## src/rtl/ctrl_entrada.sv

```systemverilog
// rtl/ctrl_entrada.sv - input-request controller: debounced switches and USART word
//
// Purpose: serves processor input requests from either the board switches
// (debounced enter key) or a 32-bit little-endian word assembled from USART
// bytes, arbitrating between the two and returning each word with a one-cycle ack.
//
// Ports:
//   clk, rst            system clock, synchronous active-high reset
//   reqTeclado          level request for a switch word (held until ack)
//   reqUsart            level request for a USART word (held until ack)
//   chave               enter pushbutton, already synchronized
//   chaves[31:0]        switch value
//   dadoPronto          one-cycle strobe, byteUsart valid
//   byteUsart[7:0]      received USART byte
//   dadosIN[31:0]       returned word, valid with ack, held until next ack
//   ack                 one-cycle acknowledge
//   fonte               source of last ack (0 switches, 1 USART)
//   ocupado             FSM not idle
//   overrun             sticky: a USART byte was dropped
//   estado[2:0]         FSM state for LEDs
module ctrl_entrada #(
    parameter int DEBOUNCE = 16
) (
    input  logic        clk,
    input  logic        rst,
    input  logic        reqTeclado,
    input  logic        reqUsart,
    input  logic        chave,
    input  logic [31:0] chaves,
    input  logic        dadoPronto,
    input  logic [7:0]  byteUsart,
    output logic [31:0] dadosIN,
    output logic        ack,
    output logic        fonte,
    output logic        ocupado,
    output logic        overrun,
    output logic [2:0]  estado
);

    localparam int CW = $clog2(DEBOUNCE + 1);
    localparam logic [CW-1:0] CNT_MAX = CW'(DEBOUNCE);

    typedef enum logic [2:0] {
        IDLE         = 3'd0,
        ESPERA_TECLA = 3'd1,
        ESPERA_USART = 3'd2,
        CONCLUI      = 3'd3
    } state_t;

    state_t      state_q, state_d;
    logic [CW-1:0] cnt_q;
    logic        armado_q;
    logic [31:0] word_q;
    logic [2:0]  count_q;
    logic        overrun_q;
    logic [31:0] dados_q, dados_d;
    logic        ack_q, ack_d;
    logic        fonte_q, fonte_d;
    logic        ultimo_q, ultimo_d;
    logic        tecla;
    logic        consume;
    logic        clr_armado;
    logic        word_full;

    assign tecla     = (cnt_q == CNT_MAX) && armado_q;
    assign word_full = (count_q == 3'd4);

    // Debouncer: counts saturating while pressed; a release re-arms the key,
    // and a granted key press disarms it so a held key yields only one word.
    always_ff @(posedge clk) begin
        if (rst) begin
            cnt_q    <= '0;
            armado_q <= 1'b0;
        end else if (!chave) begin
            cnt_q    <= '0;
            armado_q <= 1'b1;
        end else begin
            if (cnt_q != CNT_MAX) begin
                cnt_q <= cnt_q + 1'b1;
            end
            if (clr_armado) begin
                armado_q <= 1'b0;
            end
        end
    end

    // USART assembler. On a simultaneous consume and strobe the new byte
    // starts the next word instead of being dropped.
    always_ff @(posedge clk) begin
        if (rst) begin
            word_q    <= '0;
            count_q   <= '0;
            overrun_q <= 1'b0;
        end else if (consume) begin
            if (dadoPronto) begin
                word_q[7:0] <= byteUsart;
                count_q     <= 3'd1;
            end else begin
                count_q     <= 3'd0;
            end
        end else if (dadoPronto) begin
            if (word_full) begin
                overrun_q <= 1'b1;
            end else begin
                word_q[{count_q[1:0], 3'b000} +: 8] <= byteUsart;
                count_q <= count_q + 3'd1;
            end
        end
    end

    // FSM state register
    always_ff @(posedge clk) begin
        if (rst) begin
            state_q <= IDLE;
        end else begin
            state_q <= state_d;
        end
    end

    // FSM next state. With both requests pending the source that was not
    // served last wins, giving alternation under contention.
    always_comb begin
        state_d = state_q;
        case (state_q)
            IDLE: begin
                if (reqTeclado && (!reqUsart || ultimo_q)) begin
                    state_d = ESPERA_TECLA;
                end else if (reqUsart) begin
                    state_d = ESPERA_USART;
                end
            end
            ESPERA_TECLA: begin
                if (!reqTeclado) begin
                    state_d = IDLE;
                end else if (tecla) begin
                    state_d = CONCLUI;
                end
            end
            ESPERA_USART: begin
                if (!reqUsart) begin
                    state_d = IDLE;
                end else if (word_full) begin
                    state_d = CONCLUI;
                end
            end
            CONCLUI: state_d = IDLE;
            default: state_d = IDLE;
        endcase
    end

    // FSM outputs: next values of the registered outputs plus side strobes
    always_comb begin
        dados_d    = dados_q;
        ack_d      = 1'b0;
        fonte_d    = fonte_q;
        ultimo_d   = ultimo_q;
        consume    = 1'b0;
        clr_armado = 1'b0;
        case (state_q)
            ESPERA_TECLA: begin
                if (reqTeclado && tecla) begin
                    dados_d    = chaves;
                    ack_d      = 1'b1;
                    fonte_d    = 1'b0;
                    ultimo_d   = 1'b0;
                    clr_armado = 1'b1;
                end
            end
            ESPERA_USART: begin
                if (reqUsart && word_full) begin
                    dados_d  = word_q;
                    ack_d    = 1'b1;
                    fonte_d  = 1'b1;
                    ultimo_d = 1'b1;
                    consume  = 1'b1;
                end
            end
            default: ;
        endcase
    end

    always_ff @(posedge clk) begin
        if (rst) begin
            dados_q  <= '0;
            ack_q    <= 1'b0;
            fonte_q  <= 1'b0;
            ultimo_q <= 1'b1;
        end else begin
            dados_q  <= dados_d;
            ack_q    <= ack_d;
            fonte_q  <= fonte_d;
            ultimo_q <= ultimo_d;
        end
    end

    assign dadosIN = dados_q;
    assign ack     = ack_q;
    assign fonte   = fonte_q;
    assign overrun = overrun_q;
    assign estado  = state_q;
    assign ocupado = (state_q != IDLE);

endmodule

```

## config.mk

```make
export PLATFORM = sky130hd
export DESIGN_NAME = ctrl_entrada
export DESIGN_NICKNAME = d
export VERILOG_FILES = /design/src/rtl/ctrl_entrada.sv
export SDC_FILE = /design/constraint.sdc
export NUM_CORES = 1
export LEC_CHECK = 0
export CORE_ASPECT_RATIO = 1.25
export CORE_MARGIN = 3
export CORE_UTILIZATION = 45
export DETAILED_ROUTE_END_ITERATION = 8
export HOLD_SLACK_MARGIN = 0.08
export PLACE_DENSITY = 0.84
export SETUP_SLACK_MARGIN = 0.02
export SYNTH_ARGS = -nofsm -noshare
export SYNTH_HDL_FRONTEND = slang
export SYNTH_SLANG_ARGS = --single-unit
```

## constraint.sdc

```tcl
create_clock -name clk -period 3.3 [get_ports clk]
set_clock_uncertainty 0.1 [all_clocks]
set_input_delay 0.495 -clock clk [delete_from_list [all_inputs] [get_ports clk]]
set_output_delay 0.495 -clock clk [all_outputs]
set_load 0.005 [all_outputs]
```

After elaboration in Yosys (flattened, before gate mapping)

Cells that the tools add are included.

Reduce and logical (&&, ||, !) cells: 17
Eq/ne operators: 12
Bitwise operators: 3
Shift operators: 2
Multiplexer cells: 29
Add/subtract/negate cells: 3

Operators by type and width:

| operator                                             | count |
|---|---|
| two-way mux 32 bit                                   | 2 |
| one-hot mux 32 bit (2 select lines)                  | 1 |
| bitwise mux 32 bit                                   | 1 |
| two-way mux 8 bit                                    | 4 |
| variable shift 8 x 7 -> 32 bit, first input constant | 1 |
| variable part select 8 x 7 -> 32 bit                 | 1 |
| two-way mux 3 bit                                    | 9 |
| AND reduction 3 bit                                  | 4 |
| two-way mux 1 bit                                    | 9 |
| != test 3 bit, second input constant                 | 3 |
| one-hot mux 3 bit (3 select lines)                   | 1 |
| negator 5 -> 7 bit                                   | 1 |
| != test 2 bit, second input constant                 | 3 |
| adder 5 x 1 -> 5 bit, second input constant          | 1 |
| == test 5 bit, second input constant                 | 1 |
| != test 5 bit, second input constant                 | 1 |
| logical AND 1 bit                                    | 4 |
| one-hot mux 1 bit (2 select lines)                   | 2 |
| AND reduction 2 bit                                  | 2 |
| nonzero test 2 bit                                   | 2 |
| adder 3 x 1 -> 3 bit, second input constant          | 1 |
| == test 3 x 1 -> 1 bit, second input constant        | 1 |
| == test 3 x 2 -> 1 bit, second input constant        | 1 |
| == test 3 bit, second input constant                 | 1 |
| 7 further kinds                                      | 9 |

Logic and storage cells: 77
Input port bits: 46
Bits in registers: 80
Output and inout port bits: 39

Logic depth before layout (Yosys ltp)

Depth in word-level cells: 7
Mapped depth: 10

Least setup slack after synthesis

Ideal clock, no wire load.

Path kind: reg-to-reg
Start point: register cnt_q[0]
End point: register dados_q[10], in the netlist dadosIN[10]
Library setup time: 0.081 ns
Path slack: 1.364 ns
Data required time: 3.119 ns
Cell stages (with the launch flop): 11
Clock period less this slack: 1.936 ns
Arrival: 1.755 ns
Buffers on the path: 4
Cells stage by stage: dfxtp_1 > inv_1 > ha_1 > nor4bb_2 > buf_6 > a31o_1 > buf_6 > and2_4 > buf_6 > buf_12 > a211oi_2

Word-level cells in the longest chain between the ends: 5

Ends and longest elaborated chain:

| element                       | line | text |
|---|---|---|
| start: declaration            | 51   | `logic [CW-1:0] cnt_q;` |
| start signal: assignment      | 79   | `cnt_q <= cnt_q + 1'b1;` |
| == test 5 bit                 | 65   | `assign tecla = (cnt_q == CNT_MAX) && armado_q;` |
| logical AND 1 bit             | 65   |  |
| logical AND 1 bit             | 161  | `if (reqTeclado && tecla) begin` |
| != test 2 bit (no line)       | -    |  |
| AND reduction 3 bit (no line) | -    |  |
| end signal: assignment        | 189  | `dados_q <= dados_d;` |
| end: declaration              | 56   | `logic [31:0] dados_q, dados_d;` |

No other way between the ends.
A chain may end at the register's enable or synchronous reset.

Worst setup path after layout

Start point: register count_q[0]
End point: register dados_q[0], in the netlist dadosIN[0]

Word-level cells in the longest chain between the ends: 4

Ends and longest elaborated chain:

| element                       | line | text |
|---|---|---|
| start: declaration            | 54   | `logic [2:0] count_q;` |
| start signal: assignment      | 106  | `count_q <= count_q + 3'd1;` |
| == test 3 bit                 | 66   | `assign word_full = (count_q == 3'd4);` |
| logical AND 1 bit             | 170  | `if (reqUsart && word_full) begin` |
| != test 2 bit (no line)       | -    |  |
| AND reduction 3 bit (no line) | -    |  |

No other way between the ends.

==> flow_summary_export.csv <==
group,metric,value,unit
critical_path,critPathKind,"reg -> reg",
placement,gp_congestion,0.873,
yosys,synth_cell_types,44,
final_layout,final_cell_mix,"clkdlybuf4s50_1, dfxtp_1, a21oi_1, nand2_1, mux2i_1",
power,pwr-share-comb,41.5,%
clock_network,clk_pin_slew,0.09,ns
sta,maxSlewHeadroom,51.1,%
sta,slew_violations,0,
grt,grt_usage,19.3,%
drt,drtIter0Drc,237,
grt,grtUsageMet1,23.7,%
grt,grt.busiest_layer,"met2",
power,power.switching,0.00114,W
drt,wl,9000,µm
drt,viasPerCell,5.58,
sta,finalCritPeriodShare,70.9,%
clock_network,cts_inserted_buffers,9,
sta,fmax,0.427,GHz
grt,grt_overflow,0,
critical_path,r2r_start,"count_q[0]",
yosys,synthArstFlopShare,0,%
die,initial_core_util,47.1,%
final_layout,fillCellCount,698,
final_layout,final_common_cell,"clkdlybuf4s50_1",
critical_path,required,3.46,ns
final_layout,antenna_cells,0,
critical_path,startpoint_type,"flip-flop",
final_layout,postLayoutCoreUtil,59.5,%
power,ir_drop,0.530,mV
sta,fin_crit,2.34,ns
yosys,syn_avg_cell_area,9.43,µm²
drt,wire_per_inst,15.8,µm
power,powerDensity,685,nW/µm²
clock_network,cts_tree,"done",
worst_hold_path,min_from,"word_q[21]",
critical_path,critPathMaxFanout,32,
final_layout,drive_gt1_share,13.1,%
clock_network,cts_max_path_buffers,2,
final_layout,nNetsFinal,527,
grt,grt_pass1_wl,14500,µm
critical_path,worst_ep_arrival_time,2.50,ns
power,p_leak,1.59,nW
power,p_sw_share,35.0,%
drt,drt.antenna.violating_nets,0,
sta,setup_tns,0,ns
power,power_frac_clock,20.7,%
yosys,ys_ff_latch,79,
run,cap_violations,0,
yosys,yosysWarnings,0,
power,p_seq_share,37.8,%
clock_network,cts_root_buf,"clkbuf_8",
clock_network,insertion_delay,0.34,ns
die,pin_count,85,
clock_network,cts_max_level,3,
clock_network,post_cts_resized,0,
clock_network,post_cts_buffers,0,
yosys,netlist_instances,398,
die,die_x,87.7,µm
critical_path,setup.worst_path.start,"count_q[0]",
grt,use_met3,4.80,%
grt,grt_antenna_before_repair,0,
die,die_h,108,µm
die,num_rows,36,
critical_path,critPathCaptureType,"flip-flop",
sta,setup_viol,0,
placement,hpwlAfterDp,6440,µm
clock_network,ctsHoldBuffers,0,
drt,vias,3176,
sta,hold_violations,0,
yosys,yosysSeqAreaShare,42.1,%
drt,drcViolationCount,0,
sta,tightest_slew,0.727,ns
yosys,synth_edf_count,0,
yosys,syn_area,3750,µm²
clock_network,clkSinkCount,79,
grt,grt_pass1_vias,3128,
drt,first_pass_iters,4,
yosys,ys.flop_type,"dfxtp_1",
grt,grt_max_degree,43,
placement,port_buffers,83,
run_status,status,"completed",
worst_hold_path,hp-class,"reg -> reg",
grt,globalRouteMet2Util,31.7,%
sta,rsz0062_at_grt,"no",
power,p_int,0.00211,W
final_layout,area_growth,26.3,%
die,core,7970,µm²
die,dieArea,9480,µm²
yosys,syn-num-nets,456,
==> flip-flops by register name, indices dropped and copies added (netlist names) <==
register  flops
ack           1
armado_q      1
cnt_q         5
count_q       3
dadosIN      32
estado        2
fonte         1
overrun       1
ultimo_q      1
word_q       32
==> routing by layer <==
layer  part of all wire (%)  wire [µm]
met2                     49       4430
met3                    6.2        559
met5                      0          0
met1                     42       3790
met4                    2.4        212
==> critical path, cell delays in order, from the launching register on <==
cell and delay (ns):
dfxtp_1 0.37, inv_1 0.22, ha_1 0.45, nand4_1 0.26
o21ai_2 0.13, buf_4 0.34, a21oi_1 0.12, a211oi_1 0.24
==> kinds of logic after synthesis <==
group / count (synthesis) / synth area share (%)
flip-flops: 79 / 42.1
adder cells (fa/ha/maj): 12 / 4.00
XOR/XNOR: 5 / 1.17
buffers and inverters: 40 / 6.50
other: 1 / 0.0999
AO/OA/AOI/OAI: 117 / 22.7
multiplexers: 35 / 9.34
AND/OR/NAND/NOR: 109 / 14.0
==> synth_stat cells, types with 2 or more instances <==
| master | instances | share of area [%] |
|---|---|---|
| a211oi_1 | 4 | 0.80 |
| a211oi_2 | 29 | 9.7 |
| a21oi_1 | 71 | 9.5 |
| and2_0 | 2 | 0.33 |
| buf_1 | 2 | 0.20 |
| buf_12 | 3 | 1.6 |
| buf_2 | 6 | 0.80 |
| buf_6 | 3 | 0.90 |
| clkbuf_1 | 12 | 1.2 |
| clkbuf_4 | 3 | 0.60 |
| dfxtp_1 | 79 | 42 |
| ha_1 | 12 | 4.0 |
| inv_1 | 9 | 0.90 |
| mux2i_1 | 35 | 9.3 |
| nand2_1 | 41 | 4.1 |
| nand2b_1 | 6 | 1.0 |
| nand3_1 | 33 | 4.4 |
| nand4_1 | 4 | 0.67 |
| nor2_1 | 9 | 0.90 |
| nor3_1 | 7 | 0.93 |
| o21ai_0 | 2 | 0.27 |
| xnor2_1 | 2 | 0.47 |
| xor2_1 | 3 | 0.70 |
==> layout make-up <==
| class | count | area [µm²] | share of cell area, % |
|---|---|---|---|
| Tap cell | 95 | 119 | 2.51 |
| Multi-Input combinational cell | 279 | 1930 | 40.8 |
| Timing Repair Buffer | 90 | 878 | 18.5 |
| Sequential cell | 79 | 1580 | 33.4 |
| Inverter | 10 | 37.5 | 0.792 |
| Clock buffer | 10 | 138 | 2.90 |
| Clock inverter | 6 | 53.8 | 1.13 |
==> stage by stage <==
step / std cells / hold slack [ns] / setup slack (ns) / instance area, µm² / power (W)
global route: 569 / 0.383 / 0.746 / 4740 / 0.00344
global placement: 553 / 0.344 / 0.954 / 4550 / 0.00255
floorplan: 398 / 0.332 / 1.36 / 3750 / 0.00214
detailed placement: 553 / 0.345 / 0.887 / 4550 / 0.00260
finish: 569 / 0.360 / 0.959 / 4740 / 0.00325
CTS: 569 / 0.361 / 0.943 / 4740 / 0.00328
==> power by group through the flow <==
stage               clock network [W]  logic, W  registers [W]
floorplan                           0  0.000890        0.00125
global placement                    0   0.00131        0.00125
detailed placement                  0   0.00136        0.00125
CTS                          0.000690   0.00136        0.00123
global route                 0.000722   0.00147        0.00125
finish                       0.000672   0.00135        0.00123
==> worst paths after layout <==
path,endpoint,slack (ns),cells past startpoint
worst max-delay path,dadosIN[0],0.96,7
worst min register to register,word_q[21],0.36,2
worst min-delay path,word_q[21],0.36,2
worst max register to register,dadosIN[0],0.96,7
No activity file was read; power rests on OpenSTA's default activity.
